### config.mk
export PLATFORM = sky130hd
export DESIGN_NAME = mpsoc_apb42ahb3_master
export DESIGN_NICKNAME = d
export VERILOG_FILES = /design/src/rtl/mpsoc_apb42ahb3_master_pkg.sv /design/src/rtl/mpsoc_apb4_strb_decode.sv /design/src/rtl/mpsoc_apb42ahb3_master.sv
export SDC_FILE = /design/constraint.sdc
export NUM_CORES = 1
export LEC_CHECK = 0
export CAP_MARGIN = 20
export CORE_MARGIN = 5
export CORE_UTILIZATION = 43
export DETAILED_ROUTE_END_ITERATION = 12
export GPL_ROUTABILITY_DRIVEN = 0
export GPL_TIMING_DRIVEN = 1
export PLACE_DENSITY = 0.8
export SYNTH_ARGS = -nofsm -noshare
export SYNTH_HDL_FRONTEND = slang
export SYNTH_SLANG_ARGS = --single-unit
### constraint.sdc
create_clock -name HCLK -period 2.69 [get_ports HCLK]
set_clock_uncertainty 0.1 [all_clocks]
set_input_delay 0.269 -clock HCLK [delete_from_list [all_inputs] [get_ports HCLK]]
set_output_delay 0.269 -clock HCLK [all_outputs]
set_load 0.01 [all_outputs]
### src/rtl/mpsoc_apb42ahb3_master_pkg.sv
// -----------------------------------------------------------------------------
// mpsoc_apb42ahb3_master_pkg
// Shared types and encodings for the APB4-slave to AHB3-Lite-master bridge.
//   state_t        : bridge FSM states
//   HTRANS_*       : the only two AHB transfer types the bridge ever drives
//   HSIZE_*        : AHB transfer sizes produced by the strobe decoder
//   HBURST_SINGLE  : the bridge only issues SINGLE transfers
// -----------------------------------------------------------------------------
package mpsoc_apb42ahb3_master_pkg;

  typedef enum logic [1:0] {
    ST_IDLE = 2'd0,
    ST_ADDR = 2'd1,
    ST_DATA = 2'd2,
    ST_DONE = 2'd3
  } state_t;

  localparam logic [1:0] HTRANS_IDLE   = 2'b00;
  localparam logic [1:0] HTRANS_NONSEQ = 2'b10;

  localparam logic [2:0] HSIZE_BYTE = 3'b000;
  localparam logic [2:0] HSIZE_HALF = 3'b001;
  localparam logic [2:0] HSIZE_WORD = 3'b010;

  localparam logic [2:0] HBURST_SINGLE = 3'b000;

endpackage : mpsoc_apb42ahb3_master_pkg

### src/rtl/mpsoc_apb4_strb_decode.sv
// -----------------------------------------------------------------------------
// mpsoc_apb4_strb_decode
// Combinational mapping of an APB4 access (direction + byte strobes) onto a
// single naturally aligned AHB transfer.
//   pwrite_i : APB direction (1 = write)
//   pstrb_i  : APB write byte strobes (ignored for reads)
//   legal_o  : strobe pattern maps onto one aligned byte/half/word transfer
//   hsize_o  : AHB transfer size
//   off_o    : byte offset placed in HADDR[1:0]
// -----------------------------------------------------------------------------
module mpsoc_apb4_strb_decode
  import mpsoc_apb42ahb3_master_pkg::*;
(
  input  logic       pwrite_i,
  input  logic [3:0] pstrb_i,
  output logic       legal_o,
  output logic [2:0] hsize_o,
  output logic [1:0] off_o
);

  always_comb begin
    legal_o = 1'b1;
    hsize_o = HSIZE_WORD;
    off_o   = 2'd0;
    if (pwrite_i) begin
      case (pstrb_i)
        4'b0001: begin hsize_o = HSIZE_BYTE; off_o = 2'd0; end
        4'b0010: begin hsize_o = HSIZE_BYTE; off_o = 2'd1; end
        4'b0100: begin hsize_o = HSIZE_BYTE; off_o = 2'd2; end
        4'b1000: begin hsize_o = HSIZE_BYTE; off_o = 2'd3; end
        4'b0011: begin hsize_o = HSIZE_HALF; off_o = 2'd0; end
        4'b1100: begin hsize_o = HSIZE_HALF; off_o = 2'd2; end
        4'b1111: begin hsize_o = HSIZE_WORD; off_o = 2'd0; end
        // Sparse or empty strobes cannot be expressed as one AHB transfer.
        default: legal_o = 1'b0;
      endcase
    end
  end

endmodule : mpsoc_apb4_strb_decode

### src/rtl/mpsoc_apb42ahb3_master.sv
// -----------------------------------------------------------------------------
// mpsoc_apb42ahb3_master
// APB4 slave to AHB3-Lite master bridge. Each APB4 access becomes one AHB
// SINGLE transfer, or an immediate PSLVERR when the strobe pattern is illegal.
// One outstanding transfer, all outputs registered.
//   HCLK, HRESETn          : clock and asynchronous active-low reset
//   PSEL..PWDATA           : APB4 request side (inputs)
//   PRDATA/PREADY/PSLVERR  : APB4 completion side (registered)
//   HADDR..HMASTLOCK       : AHB-Lite master request (registered/constant)
//   HRDATA/HREADY/HRESP    : AHB-Lite response from the slave mux
// -----------------------------------------------------------------------------
module mpsoc_apb42ahb3_master
  import mpsoc_apb42ahb3_master_pkg::*;
#(
  parameter int PADDR_SIZE = 32,
  parameter int HADDR_SIZE = 32,
  parameter int DATA_SIZE  = 32
) (
  input  logic                  HCLK,
  input  logic                  HRESETn,
  // APB4 slave
  input  logic                  PSEL,
  input  logic                  PENABLE,
  input  logic                  PWRITE,
  input  logic [2:0]            PPROT,
  input  logic [3:0]            PSTRB,
  input  logic [PADDR_SIZE-1:0] PADDR,
  input  logic [DATA_SIZE-1:0]  PWDATA,
  output logic [DATA_SIZE-1:0]  PRDATA,
  output logic                  PREADY,
  output logic                  PSLVERR,
  // AHB3-Lite master
  output logic [HADDR_SIZE-1:0] HADDR,
  output logic [DATA_SIZE-1:0]  HWDATA,
  input  logic [DATA_SIZE-1:0]  HRDATA,
  output logic                  HWRITE,
  output logic [2:0]            HSIZE,
  output logic [2:0]            HBURST,
  output logic [3:0]            HPROT,
  output logic [1:0]            HTRANS,
  output logic                  HMASTLOCK,
  input  logic                  HREADY,
  input  logic                  HRESP
);

  generate
    if (DATA_SIZE != 32) begin : g_bad_data_size
      $error("mpsoc_apb42ahb3_master: DATA_SIZE must be 32");
    end
  endgenerate

  // APB address resized to the AHB address width.
  logic [HADDR_SIZE-1:0] paddr_ext;
  generate
    if (PADDR_SIZE >= HADDR_SIZE) begin : g_addr_trunc
      assign paddr_ext = PADDR[HADDR_SIZE-1:0];
      if (PADDR_SIZE > HADDR_SIZE) begin : g_addr_drop
        logic unused_paddr_hi;
        assign unused_paddr_hi = ^PADDR[PADDR_SIZE-1:HADDR_SIZE];
      end
    end else begin : g_addr_zext
      assign paddr_ext = {{(HADDR_SIZE-PADDR_SIZE){1'b0}}, PADDR};
    end
  endgenerate

  // The low address bits come from the strobe decode; PPROT[1] has no AHB
  // counterpart.
  logic unused_inputs;
  assign unused_inputs = ^{PADDR[1:0], PPROT[1]};

  logic       dec_legal;
  logic [2:0] dec_hsize;
  logic [1:0] dec_off;

  mpsoc_apb4_strb_decode u_strb_decode (
    .pwrite_i (PWRITE),
    .pstrb_i  (PSTRB),
    .legal_o  (dec_legal),
    .hsize_o  (dec_hsize),
    .off_o    (dec_off)
  );

  state_t                state_q, state_d;
  logic [1:0]            htrans_q, htrans_d;
  logic [HADDR_SIZE-1:0] haddr_q, haddr_d;
  logic                  hwrite_q, hwrite_d;
  logic [2:0]            hsize_q, hsize_d;
  logic [3:0]            hprot_q, hprot_d;
  logic [DATA_SIZE-1:0]  hwdata_q, hwdata_d;
  logic [DATA_SIZE-1:0]  wdata_q, wdata_d;
  logic [DATA_SIZE-1:0]  prdata_q, prdata_d;
  logic                  pready_q, pready_d;
  logic                  pslverr_q, pslverr_d;
  logic                  abort_q, abort_d;

  // PREADY gating keeps a still-held access phase from being re-issued.
  logic start;
  assign start = PSEL & PENABLE & ~pready_q;

  // Master dropped PSEL at some point during the AHB transfer.
  logic abort_now;
  assign abort_now = abort_q | ~PSEL;

  // State and output registers
  always_ff @(posedge HCLK or negedge HRESETn) begin
    if (!HRESETn) begin
      state_q   <= ST_IDLE;
      htrans_q  <= HTRANS_IDLE;
      haddr_q   <= '0;
      hwrite_q  <= 1'b0;
      hsize_q   <= HSIZE_WORD;
      hprot_q   <= 4'b0011;
      hwdata_q  <= '0;
      wdata_q   <= '0;
      prdata_q  <= '0;
      pready_q  <= 1'b0;
      pslverr_q <= 1'b0;
      abort_q   <= 1'b0;
    end else begin
      state_q   <= state_d;
      htrans_q  <= htrans_d;
      haddr_q   <= haddr_d;
      hwrite_q  <= hwrite_d;
      hsize_q   <= hsize_d;
      hprot_q   <= hprot_d;
      hwdata_q  <= hwdata_d;
      wdata_q   <= wdata_d;
      prdata_q  <= prdata_d;
      pready_q  <= pready_d;
      pslverr_q <= pslverr_d;
      abort_q   <= abort_d;
    end
  end

  // Next-state logic
  always_comb begin
    state_d = state_q;
    case (state_q)
      ST_IDLE: if (start) state_d = dec_legal ? ST_ADDR : ST_DONE;
      ST_ADDR: if (HREADY) state_d = ST_DATA;
      ST_DATA: if (HREADY) state_d = ST_DONE;
      ST_DONE: state_d = ST_IDLE;
      default: state_d = ST_IDLE;
    endcase
  end

  // Output next-values
  always_comb begin
    htrans_d  = htrans_q;
    haddr_d   = haddr_q;
    hwrite_d  = hwrite_q;
    hsize_d   = hsize_q;
    hprot_d   = hprot_q;
    hwdata_d  = hwdata_q;
    wdata_d   = wdata_q;
    prdata_d  = prdata_q;
    pready_d  = pready_q;
    pslverr_d = pslverr_q;
    abort_d   = abort_q;
    case (state_q)
      ST_IDLE: begin
        pready_d  = 1'b0;
        pslverr_d = 1'b0;
        abort_d   = 1'b0;
        if (start) begin
          if (dec_legal) begin
            htrans_d = HTRANS_NONSEQ;
            haddr_d  = {paddr_ext[HADDR_SIZE-1:2], dec_off};
            hwrite_d = PWRITE;
            hsize_d  = dec_hsize;
            hprot_d  = {2'b00, PPROT[0], ~PPROT[2]};
            wdata_d  = PWDATA;
          end else begin
            pready_d  = 1'b1;
            pslverr_d = 1'b1;
          end
        end
      end
      ST_ADDR: begin
        abort_d = abort_now;
        if (HREADY) begin
          htrans_d = HTRANS_IDLE;
          hwdata_d = wdata_q;
        end
      end
      ST_DATA: begin
        abort_d = abort_now;
        // HREADY=0 cycles are skipped, which also swallows the first cycle
        // of a two-cycle ERROR response.
        if (HREADY) begin
          if (!hwrite_q) prdata_d = HRDATA;
          pready_d  = ~abort_now;
          pslverr_d = HRESP & ~abort_now;
        end
      end
      ST_DONE: begin
        pready_d  = 1'b0;
        pslverr_d = 1'b0;
      end
      default: begin
        htrans_d = HTRANS_IDLE;
        pready_d = 1'b0;
      end
    endcase
  end

  assign HTRANS    = htrans_q;
  assign HADDR     = haddr_q;
  assign HWRITE    = hwrite_q;
  assign HSIZE     = hsize_q;
  assign HPROT     = hprot_q;
  assign HWDATA    = hwdata_q;
  assign HBURST    = HBURST_SINGLE;
  assign HMASTLOCK = 1'b0;
  assign PRDATA    = prdata_q;
  assign PREADY    = pready_q;
  assign PSLVERR   = pslverr_q;

endmodule : mpsoc_apb42ahb3_master

==> flow_summary.ini <==
[cts]
ctsRootBufferMaster = clkbuf_16
ctsHtreeMaxLevel = 4
cts.sinks = 139
cts_resized = 0
insertion_delay_ns = 0.41
cts_buffers = 17
postCtsHoldBufs = 1
post_cts_buffers = 0
clkTransAtPathRegs_ns = 0.05
clock_path_buffers = 2
cts_tree = built

[synth]
async_reset_ff_share_pct = 100
synth-edff-count = 0
synth_area_leaders = dfrtp_1 62%, mux2_2 23%, mux2_1 3.7%
synth_ff_type = dfrtp_1
synth_seq_cells = 139
syn-cell-area_um2 = 5510
yosysWarnings = 0
yosysSeqAreaShare_pct = 63.2
avgSynthCellArea_um2 = 15.7
yosysUniqueCellTypes = 37
synth_top_area_share_pct = 61.8
yosys.area.top_type = dfrtp_1
syn_inst = 352

[critical_path]
crit_fanout = 41
start_kind = flip-flop
cp_slowest_cell = dfrtp_1
cpPeakStageDelay_ns = 0.42
arrival_ns = 2.54
end_kind = flip-flop
crit_type = reg2reg
regToRegSetupSlack_ns = 0.34
critPathRequiredTime_ns = 2.88
path_cells = inv_1 > ha_1 > nand4b_1 > a311oi_4 > buf_12 > mux2_2
r2r.worst_path.cells = 6

[cells_and_area]
area_growth_pct = 52.8
multiInputGateArea_um2 = 1910
drive_gt1_share_pct = 26.4
final_cell_mix = 209 x clkdlybuf4s50_1, 136 x dfrtp_1, 112 x mux2_2, 18 x mux2_1, 17 x clkbuf_16
fillers = 935
utilization_pct = 67.0
final_common_cell = clkdlybuf4s50_1
register_area_um2 = 3480
postLayoutCellArea_um2 = 8420
fin_nets = 691

[drt]
avgViaCountPerCell = 4.82
dr.pass1.iters = 4
drt_iter0_markers = 132
route.vias.total = 3665
wl_um = 12800
ant_nets = 0
wire_per_inst_um = 16.8
drc_errors = 0

[power]
p_clk_share_pct = 23.0
p_per_area_nw_per_um2 = 1150
p_comb_share_pct = 39.1
pwr-share-seq_pct = 37.8
switching_power_w = 0.00269
p_int_w = 0.00696
p_leak_nw = 3.62
p_sw_share_pct = 27.9
peakVddDrop_uv = 602

[placed_design]
io_buffers = 210
placed_area_um2 = 7840
place_hpwl_um = 9510

[timing]
min_period_over_period_pct = 87.4
finalHoldViolations = 0
tns_ns = 0
rsz0062_at_grt = no
setup_viol = 0
whs_ns = 0.287
timing.final.crit_period_ns = 2.35
tightestPinTransition_ns = 0.671
fmax_ghz = 0.425
relSlewSlack_pct = 55.3
drv_slew = 0

[worst_hold_path]
worstHoldPathCells = 2
worstHoldPathType = in2reg

[floorplan]
start_util_pct = 43.8
floorplan.rows = 41
ioPinCount = 222
die_x_um = 123
die_h_um = 123
coreArea_um2 = 12600
fp.dieArea_um2 = 15200

[flow_run]
cap_violations = 0

[global_route]
grt_pass1_vias = 4063
grt_max_degree = 74
overflow = 0
antenna_found_initial = 1
grt_pass1_wl_um = 20500
grtUsageTotal_pct = 17.7

[status]
status = finished clean
-- area by class of cell --
class	count	share of cell area [%]
inverters	6	0.268
diodes	1	0.0297
clock inverters	8	1.10
well taps	172	2.56
clock buffers	23	5.68
flip-flops and latches	139	41.4
multi-input cells	192	22.7
repair buffers	220	26.4
-- critical path, delay by kind of cell (launching register included) --
kind | cells | cell delay [ns]
multiplexers | 1 | 0.37
buffers and inverters | 2 | 0.42
flip-flops | 1 | 0.42
AND/OR/NAND/NOR | 1 | 0.27
adder cells (fa/ha/maj) | 1 | 0.21
AO/OA/AOI/OAI | 1 | 0.41
-- state kept, by name, summed over array words and instances, names as in the netlist --
name	flops
HWDATA	32
PSLVERR	1
HPROT	2
HSIZE	2
wdata_q	32
PRDATA	32
PREADY	1
HADDR	32
HWRITE	1
HTRANS	1
abort_q	1
state_q	2
-- path summary, 6_finish.rpt --
path / startpoint / endpoint
max: state_q[0]$_DFFE_PN0P_ / HADDR[14]$_DFFE_PN0P_
min: PPROT[2] / HPROT[0]$_DFFE_PN1P_
max reg2reg: state_q[0]$_DFFE_PN0P_ / HADDR[14]$_DFFE_PN0P_
min reg2reg: HPROT[0]$_DFFE_PN1P_ / HPROT[0]$_DFFE_PN1P_
max in group asynchronous: HRESETn / HPROT[0]$_DFFE_PN1P_
min in group asynchronous: HRESETn / HADDR[16]$_DFFE_PN0P_
-- power groups by stage --
stage | registers, W | clock network, W | logic, W
after floorplan | 0.00398 | 0 | 0.00138
after global placement | 0.00361 | 0 | 0.00373
after detailed placement | 0.00369 | 0 | 0.00383
after CTS | 0.00366 | 0.00229 | 0.00386
after global routing | 0.00380 | 0.00238 | 0.00407
final | 0.00365 | 0.00222 | 0.00378
-- per-layer routing --
layer  wire length, um  up-vias  share of wire, %  global-route usage (%)
met5                 0        -                 0                       0
met4               390        0               3.1                    8.86
met3              1230       29               9.6                    8.01
met2              6490      137                51                    29.2
met1              4680     1809                37                    19.3
li1                  -     1690                 -                       -
-- through the flow --
step                cells  power, W  setup WS, ns
floorplan             359   0.00536         0.656
global route          761    0.0102         0.243
global placement      728   0.00734         0.219
detailed placement    728   0.00752         0.147
CTS                   760   0.00980         0.353
finish                761   0.00965         0.338
-- cells by family after synthesis --
group                    count (synthesis)  share of synthesized area (%)
multiplexers                           134                           27.3
adder cells (fa/ha/maj)                  5                           1.14
buffers and inverters                   28                           2.88
AND/OR/NAND/NOR                         29                           3.07
flip-flops                             139                           63.2
other                                    1                         0.0681
AO/OA/AOI/OAI                           13                           1.88
XOR/XNOR                                 3                          0.477
-- synth_stat cells (all sizes together) (3+ instances only) --
cell type / instances
and3: 4
dfrtp: 136
clkbuf: 3
buf: 19
mux2: 130
nor3: 3
nand3b: 3
nand2: 3
nor2: 7
inv: 6
ha: 5
dfstp: 3
nor2b: 3
mux2i: 4
No activity file was read; power rests on OpenSTA's default activity.
==> RTL change (same flow settings) <==
Change the parameter `HADDR_SIZE` from 32 to 64.
--- a/src/rtl/mpsoc_apb42ahb3_master.sv
+++ b/src/rtl/mpsoc_apb42ahb3_master.sv
@@ -15,3 +15,3 @@
   parameter int PADDR_SIZE = 32,
-  parameter int HADDR_SIZE = 32,
+  parameter int HADDR_SIZE = 64,
   parameter int DATA_SIZE  = 32
Ports: changed (resized HADDR); port bits go from 222 to 254. The function was not compared with the original's and may differ.
==> RTL change against the original RTL <==
Die area is 4.0% higher; wire length increased by 6.4%; design area increased by 2.7%; cell count increased by 4.6%; power up 6.1%; count of clock-buffer cells in the layout shrank 4; via count increased by 3.0%; worst setup slack worse by 0.093 ns; sequential cell count did not move; synthesized area grew 4.4%; sequential power is essentially flat; global-route usage shrank 0.37 points; largest power group unchanged.
==> RTL change: results (changes against the original RTL) <==
* Htree depth at 4 (unchanged)
* Peak supply drop at 0.736 mV (was 0.602 mV)
* WP data required at 2.87 ns (was 2.88 ns)
* Clock Latency Late Sink at 0.40 ns
* Port Buf Inserts at 210 (unchanged)
* Largest cells by area after synthesis: dfrtp_1 (59%), mux2_2 (22%), buf_4 (5.4%) (was dfrtp_1 (62%), mux2_2 (23%), mux2_1 (3.7%))
* Detail Route met2 WL at 6650 µm (was 6490 µm)
* Nets at 722 (was 691)
* Routed vias at 3776 (was 3665)
* Main synth FF type: dfrtp_1 (unchanged)
* Met3 wire length at 1140 µm (was 1230 µm)
* Critical path origin: state_q[0] (unchanged)
* Initial DRT Pass Iterations at 4 (unchanged)
* Top sig layer: met4 (unchanged)
* Switching Fraction at 0.271 (was 0.279)
* Internal cell power at 7470 µW (was 6960 µW)
* Worst slew pin tran at 0.682 ns (was 0.671 ns)
* Synth cell types at 37 (unchanged)
* WL met1 at 5470 µm (was 4680 µm)
* Met2 Use GR at 0.276 (was 0.292)
* Sequential element share of the synthesized area at 0.606 (was 0.632)
* Global-route wire length before repair at 21800 µm (was 20500 µm)
* Synth warn at 0 (unchanged)
* Post-cts resize count at 0 (unchanged)
* Outcome: finished, final reports clean (unchanged)
* Root Driver: clkbuf_16 (unchanged)
* Min-delay src: PPROT[2] (unchanged)
* Asr flop ratio synth at 1.00 (unchanged)
* Crit-path max FO at 55 (was 41)
* Hold WC Path Type: input pin to flip-flop (unchanged)
* Flop pwr share at 0.358 (was 0.378)
* Vias in the first global route at 4160 (was 4063)
* GRT overflow at 0 (unchanged)
* Met1 Track Usage GR at 0.213 (was 0.193)
* Number of CTS-inserted buffers at 17 (unchanged)
* Leak Pwr at 0.00378 µW (was 0.00362 µW)
* Hpwl dp at 9970 µm (was 9510 µm)
* Antenna cells at 0 (was 1)
* All-Layer GR Usage at 0.173 (was 0.177)
* Initial antenna violation count at 0 (was 1)
* Top cells by count, synth: dfrtp_1 (136), mux2_2 (112), buf_4 (41), mux2_1 (18) (was dfrtp_1 (136), mux2_2 (112), mux2_1 (18), buf_4 (9))
* Clock Tree Buf Depth at 2 (unchanged)
* Logic pwr share at 0.370 (was 0.391)
* Clock Pin Slew Worst Setup and Hold Paths at approximately 0.06 ns
* Met3 usage at 0.0644 (was 0.0801)
* Routed len/inst at 17.1 µm (was 16.8 µm)
* First DRT Iteration DRCs at 139 (was 132)
* Share of layout cells above drive strength 1 at 0.253 (was 0.264)
* Largest net degree at the start of global routing at 71 (was 74)
[RTL change: metrics by stage]
step / hold slack (ns) / utilization / worst slack, ns / area (µm²) / cells
floorplan: -0.127 / - / 0.656 / 5900 / 423
global placement: 0.201 / 0.601 / 0.214 / 7930 / 763
detailed placement: 0.214 / 0.601 / 0.0903 / 7930 / 763
CTS: 0.269 / 0.656 / 0.269 / 8650 / 796
global route: 0.293 / 0.656 / 0.162 / 8650 / 796
finish: 0.287 / 0.656 / 0.245 / 8650 / 796
[RTL change: logic make-up after synthesis]
logic type,count (synthesis),share of synthesized area
xor gates and xnor gates,3,0.00457
AOI/OAI and AO/OA,13,0.0181
muxes,134,0.262
and+or+nand+nor,29,0.0294
other,1,0.000652
DFF,139,0.606
adders and majority gates,5,0.0109
buffers and inverters,60,0.0694
[RTL change: timing repair]
item	CTS	global route
setup endpoints to repair	0	0
hold buffers	1	0
endpoints found under the hold margin	65	0
buffers inserted	0	0
[RTL change: path summary, 6_finish.rpt]
kind / end / slack, ns / depth (start not counted)
setup / recovery: HADDR[11] / 0.24 / 6
hold / removal: HPROT[0] / 0.29 / 2
setup reg to reg: HADDR[11] / 0.24 / 6
hold reg to reg: HPROT[0] / 0.37 / 2
max in group asynchronous: HPROT[0] / 1.29 / 3
min in group asynchronous: HWDATA[9] / 0.33 / 2
[RTL change: area by class of cell]
class,instances,area (µm²)
clock inverter,13,269
timing repair buffer,219,2190
fill,985,4540
tap,176,220
inverter,6,22.5
multi-input combinational,224,2030
sequential,139,3480
clock buffer,19,443
[RTL change: critical path: stages, from the launching register on]
cell,delay (ns)
dfrtp_1,0.42
inv_1,0.13
ha_1,0.22
nand4b_1,0.31
a311oi_4,0.39
buf_12,0.33
mux2_2,0.38
